File: src/rtl/audio_dac_serializer.sv
// I2S DAC serializer: oversamples the codec's BCLK/LRCK in the CLOCK_50 domain and
// shifts a coherently latched stereo pair out MSB-first with the one-bit I2S delay.
module audio_dac_serializer #(
  parameter int WIDTH       = 32,
  parameter int SYNC_STAGES = 2
) (
  input  logic             CLOCK_50,
  input  logic             reset,
  input  logic [WIDTH-1:0] in_L,
  input  logic [WIDTH-1:0] in_R,
  input  logic             AUD_BCLK,
  input  logic             AUD_DACLRCK,
  output logic             AUD_DACDAT,
  output logic             sample_strobe,
  output logic             short_frame
);

  localparam int CW = $clog2(WIDTH + 1);

  typedef enum logic [2:0] {
    S_ARM    = 3'd0,
    S_WAIT_L = 3'd1,
    S_DELAY  = 3'd2,
    S_SHIFT  = 3'd3,
    S_PAD    = 3'd4
  } state_t;

  logic [SYNC_STAGES-1:0] bclk_sync_q, bclk_sync_d;
  logic [SYNC_STAGES-1:0] lrck_sync_q, lrck_sync_d;
  logic                   bclk_prev_q, bclk_prev_d;
  logic                   lrck_q, lrck_d;
  state_t                 state_q, state_d;
  logic [WIDTH-1:0]       shift_q, shift_d;
  logic [WIDTH-1:0]       hold_l_q, hold_l_d;
  logic [WIDTH-1:0]       hold_r_q, hold_r_d;
  logic [CW-1:0]          bit_cnt_q, bit_cnt_d;
  logic                   dac_bit_q, dac_bit_d;
  logic                   dac_out_q, dac_out_d;
  logic                   strobe_q, strobe_d;
  logic                   short_q, short_d;

  logic          bclk_s, lrck_s, bclk_fall, boundary;
  logic [CW-1:0] bit_cnt_nxt;

  assign bclk_s      = bclk_sync_q[SYNC_STAGES-1];
  assign lrck_s      = lrck_sync_q[SYNC_STAGES-1];
  assign bclk_fall   = bclk_prev_q & ~bclk_s;
  assign boundary    = lrck_s ^ lrck_q;
  assign bit_cnt_nxt = bit_cnt_q + CW'(1);

  always_comb begin
    bclk_sync_d = {bclk_sync_q[SYNC_STAGES-2:0], AUD_BCLK};
    lrck_sync_d = {lrck_sync_q[SYNC_STAGES-2:0], AUD_DACLRCK};
    bclk_prev_d = bclk_s;
    lrck_d      = lrck_q;
    state_d     = state_q;
    shift_d     = shift_q;
    hold_l_d    = hold_l_q;
    hold_r_d    = hold_r_q;
    bit_cnt_d   = bit_cnt_q;
    dac_bit_d   = dac_bit_q;
    strobe_d    = 1'b0;
    short_d     = short_q;
    // Extra retiming stage so the pin changes a fixed SYNC_STAGES+2 cycles after BCLK falls.
    dac_out_d   = dac_bit_q;

    if (bclk_fall) begin
      lrck_d = lrck_s;
      case (state_q)
        S_ARM: begin
          dac_bit_d = 1'b0;
          state_d   = S_WAIT_L;
        end
        S_WAIT_L: begin
          dac_bit_d = 1'b0;
          if (boundary && !lrck_s) begin
            hold_l_d  = in_L;
            hold_r_d  = in_R;
            shift_d   = in_L;
            strobe_d  = 1'b1;
            bit_cnt_d = {CW{1'b0}};
            state_d   = S_DELAY;
          end else begin
            state_d = S_WAIT_L;
          end
        end
        S_DELAY, S_SHIFT, S_PAD: begin
          if (boundary) begin
            // The output keeps its last bit through the delay slot of the new word.
            if (state_q != S_PAD) begin
              short_d = 1'b1;
            end else begin
              short_d = short_q;
            end
            if (!lrck_s) begin
              hold_l_d = in_L;
              hold_r_d = in_R;
              shift_d  = in_L;
              strobe_d = 1'b1;
            end else begin
              shift_d = hold_r_q;
            end
            bit_cnt_d = {CW{1'b0}};
            state_d   = S_DELAY;
          end else if (state_q == S_PAD) begin
            dac_bit_d = 1'b0;
          end else begin
            dac_bit_d = shift_q[WIDTH-1];
            shift_d   = {shift_q[WIDTH-2:0], 1'b0};
            bit_cnt_d = bit_cnt_nxt;
            state_d   = (bit_cnt_nxt == CW'(WIDTH)) ? S_PAD : S_SHIFT;
          end
        end
        default: begin
          dac_bit_d = 1'b0;
          state_d   = S_ARM;
        end
      endcase
    end else begin
      lrck_d = lrck_q;
    end
  end

  always_ff @(posedge CLOCK_50) begin
    if (reset) begin
      bclk_sync_q <= {SYNC_STAGES{1'b0}};
      lrck_sync_q <= {SYNC_STAGES{1'b0}};
      bclk_prev_q <= 1'b0;
      lrck_q      <= 1'b0;
      state_q     <= S_ARM;
      shift_q     <= {WIDTH{1'b0}};
      hold_l_q    <= {WIDTH{1'b0}};
      hold_r_q    <= {WIDTH{1'b0}};
      bit_cnt_q   <= {CW{1'b0}};
      dac_bit_q   <= 1'b0;
      dac_out_q   <= 1'b0;
      strobe_q    <= 1'b0;
      short_q     <= 1'b0;
    end else begin
      bclk_sync_q <= bclk_sync_d;
      lrck_sync_q <= lrck_sync_d;
      bclk_prev_q <= bclk_prev_d;
      lrck_q      <= lrck_d;
      state_q     <= state_d;
      shift_q     <= shift_d;
      hold_l_q    <= hold_l_d;
      hold_r_q    <= hold_r_d;
      bit_cnt_q   <= bit_cnt_d;
      dac_bit_q   <= dac_bit_d;
      dac_out_q   <= dac_out_d;
      strobe_q    <= strobe_d;
      short_q     <= short_d;
    end
  end

  assign AUD_DACDAT    = dac_out_q;
  assign sample_strobe = strobe_q;
  assign short_frame   = short_q;

endmodule

File: config.mk
export PLATFORM = sky130hd
export DESIGN_NAME = audio_dac_serializer
export DESIGN_NICKNAME = d
export VERILOG_FILES = /design/src/rtl/audio_dac_serializer.sv
export SDC_FILE = /design/constraint.sdc
export NUM_CORES = 1
export LEC_CHECK = 0
export BUFFER_PORTS_ARGS = -buffer_cell sky130_fd_sc_hd__buf_4
export CELL_PAD_IN_SITES_DETAIL_PLACEMENT = 1
export CELL_PAD_IN_SITES_GLOBAL_PLACEMENT = 1
export CORE_ASPECT_RATIO = 1.4
export CORE_MARGIN = 2
export CORE_UTILIZATION = 40
export DETAILED_ROUTE_END_ITERATION = 7
export GPL_TIMING_DRIVEN = 1
export PLACE_DENSITY_LB_ADDON = 0.2
export RECOVER_POWER = 50
export SYNTH_ARGS = -nofsm -noshare
export SYNTH_HDL_FRONTEND = slang
export SYNTH_SLANG_ARGS = --single-unit
File: constraint.sdc
create_clock -name CLOCK_50 -period 7.1 [get_ports CLOCK_50]
set_input_delay 0.355 -clock CLOCK_50 [delete_from_list [all_inputs] [get_ports CLOCK_50]]
set_output_delay 0.355 -clock CLOCK_50 [all_outputs]
set_load 0.02 [all_outputs]
==> results of run 1 <==
[layout make-up]
| cell class | count | area share |
|---|---|---|
| Clock buffer | 13 | 0.0570 |
| Clock inverter | 3 | 0.00407 |
| Inverter | 4 | 0.00305 |
| Multi-Input combinational cell | 376 | 0.447 |
| Sequential cell | 83 | 0.338 |
| Tap cell | 135 | 0.0344 |
| Timing Repair Buffer | 80 | 0.117 |
[kinds of logic (layout without fill, tap and decap cells)]
group,after synthesis,after routing,share of synthesized area
simple gates,178,178,0.210
fa+ha+maj,2,2,0.00616
buf+inv,53,100,0.0545
flops,83,83,0.409
compound gates,196,196,0.320
[critical path, cell delays in order (launching register included)]
cell and delay, ps:
dfxtp_1 310, clkbuf_1 1110, inv_1 180, ha_1 590, clkbuf_1 630, nor4b_1 760
o311a_1 1140, nand2_1 170, a21oi_1 210
[flip-flops by register name (all words and copies together), names as in the netlist]
signal	count
AUD_DACDAT	1
bclk_prev_q	1
bclk_sync_q	2
bit_cnt_q	6
dac_bit_q	1
hold_r_q	32
lrck_q	1
lrck_sync_q	2
sample_strobe	1
shift_q	32
short_frame	1
state_q	3
[metrics by stage]
step	area [sq um]	std cells	util
after floorplan	4060	512	-
after global placement	4650	678	0.469
after detailed placement	4650	678	0.469
after CTS	4950	694	0.500
after global routing	4920	694	0.497
final	4920	694	0.497
[routing by layer]
metal	wire length, um	part of all wire	global-route usage	vias to the layer above
li1	-	-	-	1932
met1	5320	0.42	0.292	1959
met2	6400	0.51	0.408	110
met3	486	0.039	0.0347	25
met4	354	0.028	0.106	0
met5	0	0	0	-
[power groups by stage]
stage / logic [W] / clock network, W / registers (W)
5_1_grt: 0.0000746 / 0.000492 / 0.000468
3_5_place_dp: 0.0000691 / 0 / 0.000478
2_1_floorplan: 0.0000291 / 0 / 0.000478
4_1_cts: 0.0000697 / 0.000471 / 0.000468
6_report: 0.0000690 / 0.000467 / 0.000468
3_3_place_gp: 0.0000676 / 0 / 0.000478
[final timing paths]
check	start	end	slack [ps]	cells past startpoint
max	lrck_sync_q[1]	hold_r_q[29]	1880	8
min	AUD_DACLRCK	lrck_sync_q[0]	230	2
max reg2reg	lrck_sync_q[1]	hold_r_q[29]	1880	8
min reg2reg	shift_q[18]	shift_q[18]	460	2
[cells in the final DEF (no fill, tap or decap), types with 4 or more instances in the layout]
cell type,netlist,final
a211o_1,30,30
a21oi_1,74,74
a31oi_1,4,4
buf_4,1,73
clkbuf_1,34,7
clkbuf_16,0,9
clkbuf_8,0,4
dfxtp_1,83,83
inv_1,4,4
nand2_1,107,107
nand3_1,6,6
nor2_1,5,5
nor2b_1,10,10
o21ai_0,22,33
o221ai_1,30,30
or2_2,30,30
or4_1,4,4
==> results.md, run 1 <==
* Core Area at 0.00990 sq mm
* Post-CTS resize count at 0
* Synth area leader: dfxtp_1
* Crit. End Element: register
* Failing checks: max-capacitance violations, max-slew violations
* Max Slew Vio Count at 91
* Synth area leaders: dfxtp_1, nand2_1, a21oi_1, a211o_1, o221ai_1
* Seq/Total Area, Yosys at 0.409
* Cts hold-fix bufs at 0
* Total Power Consumption at 0.00100 W
* Clk_lat worst skew at around 340 ps
* Synth Flop Type: dfxtp_1
* Gr usage total at 0.239
* Final Hold Viols at 0
* Area of the multi-input gates at roughly 0.0022 sq mm
* Num CTS Buffers at 9
* Largest net degree at the start of global routing at 54
* P_sw at 0.000227 W
* Total negative setup slack at 0 ps
* Synth cell count leaders: nand2_1, dfxtp_1, a21oi_1
* VDD IR max at 0.000123 V
* First-pass GRT wire length at between 20000 and 25000 um
* Dpl ws at 3390 ps
* TritonCTS clock tree: built
* Fin crit share at 0.736
* Fin Clk Skew at 7.18 ps
* Critical Path RT at 7330 ps
* LEAKAGE at 1.70 nW
* Post-CTS setup buffer count at 0
* DRT antenna net count at 0
* Sequential Power Share at 0.466
* Mean Syn Cell Area at 7.93 sq um
* Crit path arrival time at 5450 ps
* Number of global-route vias before repair at approximately 4200
* Synth warn at 0
* Post-synthesis async set-or-reset flop share at 0
* Fill cells at 1274
* Die Area at 0.0110 sq mm
* Nets at 624
* PortBufs at 70
* Cells after synthesis at between 500 and 600
* Critical path class: register to register
* CTS clk-pin slew, worst paths at 60 ps
* Clock share of power at 0.465
* Yosys reg bits at 83
* Vias at between 4000 and 5000
* Max Cap Viol at 2
* Root buffer cell: clkbuf_16
* Unrepaired setup endpoints after global routing: no
* Bufs on Longest Clock Path at 2
* Starting Density at 0.410
* # IOs at a little over 70
* Top-count cell post-synth: nand2_1
* Synthesized net count at 582
* Tightest Hold Check Type: primary input to register
* GPL Wtd Cong at 0.782
* Area growth from synthesis to layout at 21.1%
* Yosys top cell area share at 0.409
* GRT overflow at 0
* Setup ws final at 1880 ps
* Final min period at 5220 ps
* Initial antenna violation count at 0
* Internal at 0.000777 W
* Core Rows at 43
* Starting DRT DRC Count at 169
* Final Setup Violations at 0
* N_diodes at 0
* EDFF count, synth at 0
* Combinational share of power at 0.069
* Yosys cell types at 50
* Layout cells sized above 1 at 0.224
* Net Sw Frac at 0.226
* Slew margin rel. at -0.692
* PD cells at 204 mW/mm^2
* CP max FO at 36
* Total wire length at around 13000 um
* DP HPWL at 7880 um
* Mapped Area at 0.00406 sq mm
* Worst Max-Slew Pin Slew at 2540 ps
* # H-tree levels at 3
* Die height at roughly 120 um
* DIE WIDTH at 89.2 um
* Vias per cell at 5.80
* Reg area at around 0.0017 sq mm
* # DRC at 0
* Clock tree sinks at 83
* 1st-pass router iterations at 4
* Outcome: finished with violations
* Startpoint Class: register
* Max Fclk at ~190 MHz
* Worst hold slack at 226 ps
* Drt wl/cell at 18.1 um
No activity file was read; power rests on OpenSTA's default activity.
==> run 2: changes to the inputs <==
--- a/config.mk
+++ b/config.mk
@@ -5,12 +5,13 @@
 export SDC_FILE = /design/constraint.sdc
 export NUM_CORES = 1
 export LEC_CHECK = 0
+export ABC_AREA = 1
 export BUFFER_PORTS_ARGS = -buffer_cell sky130_fd_sc_hd__buf_4
 export CELL_PAD_IN_SITES_DETAIL_PLACEMENT = 1
 export CELL_PAD_IN_SITES_GLOBAL_PLACEMENT = 1
 export CORE_ASPECT_RATIO = 1.4
 export CORE_MARGIN = 2
-export CORE_UTILIZATION = 40
+export CORE_UTILIZATION = 38
 export DETAILED_ROUTE_END_ITERATION = 7
 export GPL_TIMING_DRIVEN = 1
 export PLACE_DENSITY_LB_ADDON = 0.2
==> constraint.sdc (replaced) <==
create_clock -name CLOCK_50 -period 5.3 [get_ports CLOCK_50]
set_input_delay 0.265 -clock CLOCK_50 [delete_from_list [all_inputs] [get_ports CLOCK_50]]
set_output_delay 0.265 -clock CLOCK_50 [all_outputs]
set_load 0.02 [all_outputs]
==> run 2 against run 1 <==
The run still ends with max-capacitance violations, max-slew violations left. Final cell count increased by 4.8%. Die area decreased by 3.7%. Clock power increased by 27%. Register-to-register slack improved by 650 ps. Count of clock-buffer cells in the layout decreased by 1. Sequential share of layout area increased by 3.1 points. Via count decreased by 9.8%. Routed wire length decreased by 21%. Sequential power increased by 35%. Power increased by 32%. First-iteration DRC count decreased by 36%. Critical path type is now primary input to register.
==> results.md, run 2 <==
* Tightest Hold Check Type: primary input to register
* Initial antenna violation count at 0
* Yosys reg bits at between 80 and 90
* Starting Density at 0.392
* Internal at 0.00104 W
* Unrepaired setup endpoints after global routing: no
* Layout cells sized above 1 at 0.147
* Clock tree sinks at 83
* DIE WIDTH at 87.5 um
* Regs by FF count: hold_r_q: 32 flops, shift_q: 32 flops, bit_cnt_q: 6 flops
* Crit path max-delay family: buffers and inverters
* N_diodes at 0
* Worst Max-Slew Pin Slew at 2340 ps
* VDD IR max at 0.000157 V
* Outcome: finished with violations
* Starting DRT DRC Count at 109
* Core Area at 0.00946 sq mm
* Yosys top cell area share at 0.448
* Synth Area in Adders at 0.00675
* Met1 Use GR at 0.229
* Crit path arrival time at 3570 ps
* Area growth from synthesis to layout at 21.5%
* Number of global-route vias before repair at approximately 3800
* TritonCTS clock tree: built
* Core Rows at 42
* Drt wl/cell at ~14 um
* Failing checks: max-capacitance violations, max-slew violations
* Synthesized net count at between 600 and 700
* Hold path cells at 3
* Die height at 121 um
* Post-synthesis simple-gate area fraction at 0.319
* EDFF count, synth at 0
* Max Slew Vio Count at 48
* CP max FO at 47
* Seq/Total Area, Yosys at 0.448
* Largest net degree at the start of global routing at about 70
* # DRC at 0
* Post-CTS setup buffer count at 0
* Final min period at 3380 ps
* Clock share of power at 0.450
* Synth cell count leaders: nor2_1, nand2_1, dfxtp_1
* P_sw at 0.000284 W
* Vias at 3631
* Synth Flop Type: dfxtp_1
* Die Area at 0.0106 sq mm
* Startpoint Class: primary input
* Post-synthesis async set-or-reset flop share at 0
* Fin Clk Skew at approximately 8.9 ps
* Critical path class: primary input to register
* Crit path cell chain: clkbuf_1 > inv_1 > o21ai_1 > a21oi_1
* Synth warn at 0
* Synth Area in Compound Gates at 0.152
* Slowest stage cell on the critical path: clkbuf_1
* GPL Wtd Cong at 0.840
* DRT antenna net count at 0
* Fill cells at 1253
* Multiplexer share of the synthesized area at 0
* HP Start: AUD_DACLRCK
* Combinational share of power at 0.073
* Synth area leader: dfxtp_1
* Net Sw Frac at 0.215
* Worst min-delay path endpoint: lrck_sync_q[0]
* # H-tree levels at 3
* LEAKAGE at roughly 2 nW
* Nets at 683
* Post-placement cell area at 0.00425 sq mm
* Post-layout instance area at ~0.0045 sq mm
* XOR/XNOR share of the synthesized area at 0
* PD cells at 293 mW/mm^2
* Post-CTS resize count at 0
* Mapped Area at ~0.0037 sq mm
* Met3 usage at 0.0340
* Final Setup Violations at 0
* Sequential Power Share at 0.477
* Max Fclk at 296 MHz
* Cts hold-fix bufs at 0
* Clk_lat worst skew at roughly 330 ps
* Launch point of the worst reg-to-reg path: lrck_sync_q[1]
* Total negative setup slack at 0 ps
* Num CTS Buffers at 9
* Root buffer cell: clkbuf_16
* Fin crit share at 0.638
* Top-count cell post-synth: nor2_1
* Busiest grt layer: met2
* Commonest non-fill, non-tap cells in the layout: nor2_1, nand2_1, dfxtp_1, buf_4, a21oi_1
* # IOs at 71
* Leading cell type in the layout, fill and taps excluded: nor2_1
* Yosys cell types at 28
* Max stage delay on crit path at 1640 ps
* PortBufs at 70
* GRT overflow at 0
* Synth area leaders: dfxtp_1, nor2_1, nand2_1, a21oi_1, o21ai_1
* Bufs on Longest Clock Path at 2
* 1st-pass router iterations at 4
* Cells after synthesis at approximately 560
* Buf/Inv on CP at 2
* GRT met2 Usage at 0.366
* Vias per cell at 4.99
* Mean Syn Cell Area at 6.65 sq um
* Flop2flop setup slack at 2530 ps
* Largest family of logic cells by synthesized area: simple AND/OR/NAND/NOR gates
* Worst R2R End: shift_q[4]
* Critical Path RT at about 5500 ps
* First-pass GRT wire length at about 17000 um
* Crit. End Element: register
* Max Cap Viol at 1
* Gr usage total at 0.202
* CTS clk-pin slew, worst paths at approximately 60 ps
* DP HPWL at 6690 um
* R2R cell count at 8
* Final Hold Viols at 0
* Total wire length at 9970 um
* Slew margin rel. at -0.561
==> run 2: power by group through the flow <==
stage	registers, W	clock network, W	logic, W
final	0.000630	0.000594	0.0000962
after global routing	0.000630	0.000638	0.000108
after CTS	0.000630	0.000614	0.0000982
after detailed placement	0.000644	0	0.0000976
after global placement	0.000644	0	0.0000954
after floorplan	0.000643	0	0.0000452
==> run 2: stage by stage <==
stage	total power (W)	util	worst slack, ps	hold slack (ps)	std cells
after floorplan	0.000689	-	3570	372	558
after global placement	0.000739	0.449	2680	399	712
after detailed placement	0.000742	0.449	2550	404	712
after CTS	0.00134	0.479	2520	130	727
after global routing	0.00138	0.476	1540	157	727
final	0.00132	0.476	1920	133	727
==> run 2: cell type report <==
cell class / count / area [sq um] / area share
sequential: 83 / 1660 / 0.369
timing repair buffer: 73 / 533 / 0.118
clock inverter: 3 / 40.0 / 0.00888
multi-input combinational: 412 / 1770 / 0.393
tap: 110 / 138 / 0.0305
clock buffer: 12 / 236 / 0.0525
inverter: 34 / 128 / 0.0283
==> run 2: worst max path at each step <==
stage | from | end | slack [ps] | cells past startpoint
2_1_floorplan | lrck_sync_q[1] | shift_q[15] | 3570 | 8
3_5_place_dp | lrck_sync_q[1] | hold_r_q[25] | 2550 | 9
6_report | reset | hold_r_q[2] | 1920 | 4
4_1_cts | lrck_sync_q[1] | hold_r_q[25] | 2520 | 9
3_3_place_gp | lrck_sync_q[1] | hold_r_q[22] | 2680 | 9
5_1_grt | reset | hold_r_q[1] | 1540 | 4
==> run 2: logic make-up (layout without fill, tap and decap cells) <==
kind of cell / Yosys count / in the layout
AND/OR/NAND/NOR: 305 / 305
AO/OA/AOI/OAI: 105 / 105
flip-flops: 83 / 83
buffers and inverters: 63 / 122
adder cells (fa/ha/maj): 2 / 2
==> run 2: worst register-to-register path, cell delays in order, from the launching register on <==
cell and delay [ps]:
dfxtp_1 370, inv_1 100, ha_1 340, inv_1 150
nand3_1 740, inv_1 530, nand2_1 110, o211ai_1 110
a21oi_1 90
==> run 2: metal layers <==
| metal | up-vias | part of all wire |
|---|---|---|
| met2 | 51 | 0.53 |
| met5 | - | 0 |
| met4 | 0 | 0.016 |
| met3 | 11 | 0.026 |
| met1 | 1700 | 0.43 |
| li1 | 1869 | - |
==> run 3: changes to the inputs <==
--- a/config.mk
+++ b/config.mk
@@ -11,7 +11,7 @@
 export CELL_PAD_IN_SITES_GLOBAL_PLACEMENT = 1
 export CORE_ASPECT_RATIO = 1.4
 export CORE_MARGIN = 2
-export CORE_UTILIZATION = 38
+export CORE_UTILIZATION = 35
 export DETAILED_ROUTE_END_ITERATION = 7
 export GPL_TIMING_DRIVEN = 1
 export PLACE_DENSITY_LB_ADDON = 0.2
==> constraint.sdc (replaced) <==
create_clock -name CLOCK_50 -period 3.1 [get_ports CLOCK_50]
set_input_delay 0.155 -clock CLOCK_50 [delete_from_list [all_inputs] [get_ports CLOCK_50]]
set_output_delay 0.155 -clock CLOCK_50 [all_outputs]
set_load 0.02 [all_outputs]
==> run 3 against run 2 <==
The flow now finishes without violations. First-iteration DRC count shrank 14%. Routed wire length grew 1.3%. Critical path depth up 4. Die area grew 8.2%. Final cell count increased by 4.4%. Design area increased by 1.4%. Sequential share of layout area is 0.52 points lower. Largest cell class unchanged.
==> results.md, run 3 (synthesized netlist as in run 2, its figures left out) <==
* Outcome: finished clean
* Core Area at 0.0103 sq mm
* Post-CTS resize count at 0
* Crit path cell chain: inv_1 > ha_1 > a31oi_1 > nand2_2 > buf_4 > nor2_1 > nand2_1 > a21oi_1
* Flop2flop setup slack at roughly 560 ps
* Max Slew Vio Count at 0
* # IOs at 71
* Worst Max-Slew Pin Slew at between 1000 and 1500 ps
* Launch point of the worst reg-to-reg path: lrck_sync_q[1]
* Vias at 3644
* PD cells at 498 mW/mm^2
* Post-CTS setup buffer count at 0
* Nets at 686
* DIE WIDTH at 91.0 um
* Fin crit share at 0.819
* Unrepaired setup endpoints after global routing: no
* Layout cells sized above 1 at 0.153
* VDD IR max at 0.000270 V
* Slowest stage cell on the critical path: a31oi_1
* GPL Wtd Cong at about 0.74
* Critical path depth at 8
* Regs by FF count: hold_r_q: 32 flops, shift_q: 32 flops, bit_cnt_q: 6 flops
* Area growth from synthesis to layout at 23.2%
* Hold path cells at 3
* Crit path max-delay family: simple AND/OR/NAND/NOR gates
* Final min period at 2540 ps
* First-pass GRT wire length at 17000 um
* Critical Path RT at approximately 3400 ps
* Num CTS Buffers at 9
* Root buffer cell: clkbuf_16
* N_diodes at 0
* TritonCTS clock tree: built
* LEAKAGE at 1.99 nW
* Total negative setup slack at 0 ps
* HP Start: AUD_BCLK
* Final Hold Viols at 0
* Gr usage total at 0.184
* Commonest non-fill, non-tap cells in the layout: nor2_1, nand2_1, dfxtp_1, buf_4, a21oi_1
* Area of the multi-input gates at 0.00176 sq mm
* Drt wl/cell at 13.3 um
* Crit path arrival time at 2810 ps
* Clock tree sinks at 83
* Tightest Hold Check Type: primary input to register
* Slew margin rel. at 0.257
* Reg area at 0.00166 sq mm
* Bufs on Longest Clock Path at 2
* CP max FO at 47
* Max Fclk at 394 MHz
* # H-tree levels at 3
* Number of global-route vias before repair at 3797
* Total Power Consumption at roughly 0.0023 W
* Worst R2R End: shift_q[29]
* Startpoint Class: register
* Cts hold-fix bufs at 0
* PortBufs at 70
* Max Cap Viol at 0
* Buf/Inv on CP at 2
* Final Setup Violations at 0
* Starting DRT DRC Count at 94
* 1st-pass router iterations at 4
* DRT antenna net count at 0
* Total wire length at between 10000 and 15000 um
* CTS clk-pin slew, worst paths at 60 ps
* Critical path class: register to register
* Starting Density at 0.358
* # DRC at 0
* Leading cell type in the layout, fill and taps excluded: nor2_1
* Vias per cell at about 4.8
* Fill cells at roughly 1400
* GRT overflow at 0
* Largest net degree at the start of global routing at 48
* R2R cell count at 8
* Fin Clk Skew at just under 5 ps
* Core Rows at 44
* Worst min-delay path endpoint: bclk_sync_q[0]
* Die Area at approximately 0.011 sq mm
* Die height at 126 um
* Initial antenna violation count at 0
* Max stage delay on crit path at ~460 ps
* Crit. End Element: register
* DP HPWL at 6980 um
* Clk_lat worst skew at 340 ps
==> run 3: through the flow <==
step	setup slack (ps)	hold slack (ps)	area, sq um	utilization	cells
3_3_place_gp	799	360	4310	0.416	743
5_1_grt	266	42.5	4570	0.442	759
3_5_place_dp	698	371	4310	0.416	743
2_1_floorplan	1370	262	3710	-	558
4_1_cts	665	13.0	4600	0.445	759
6_report	561	18.2	4570	0.442	759
==> run 3: report_power, final <==
| group | internal [W] | switching [W] |
|---|---|---|
| Sequential | 0.00107 | 0.00000413 |
| Clock | 0.000630 | 0.000409 |
| Combinational | 0.0000806 | 0.0000815 |
==> run 3: worst min-delay path, cell delays in order <==
cell and delay (ps):
buf_4 80, inv_1 30, nor2_1 60
==> run 3: final cells by class <==
type	instances	share of cell area
timing repair buffer	76	0.122
sequential	83	0.363
inverter	34	0.0279
multi-input combinational	412	0.385
clock inverter	1	0.00109
tap	138	0.0378
clock buffer	15	0.0629
==> run 3: how the worst max path moves through the flow <==
stage | end | slack (ps) | start
3_3_place_gp | shift_q[11] | 800 | lrck_sync_q[1]
2_1_floorplan | shift_q[15] | 1370 | lrck_sync_q[1]
4_1_cts | shift_q[30] | 660 | lrck_sync_q[1]
5_1_grt | shift_q[10] | 270 | lrck_sync_q[1]
3_5_place_dp | shift_q[29] | 700 | lrck_sync_q[1]
6_report | shift_q[29] | 560 | lrck_sync_q[1]
==> run 3: routing by layer <==
| metal | up-vias | track usage | part of all wire |
|---|---|---|---|
| met5 | - | 0 | 0 |
| met4 | 0 | 0.0820 | 0.021 |
| met3 | 12 | 0.0299 | 0.027 |
| met2 | 54 | 0.343 | 0.53 |
| met1 | 1706 | 0.203 | 0.43 |
| li1 | 1872 | - | - |
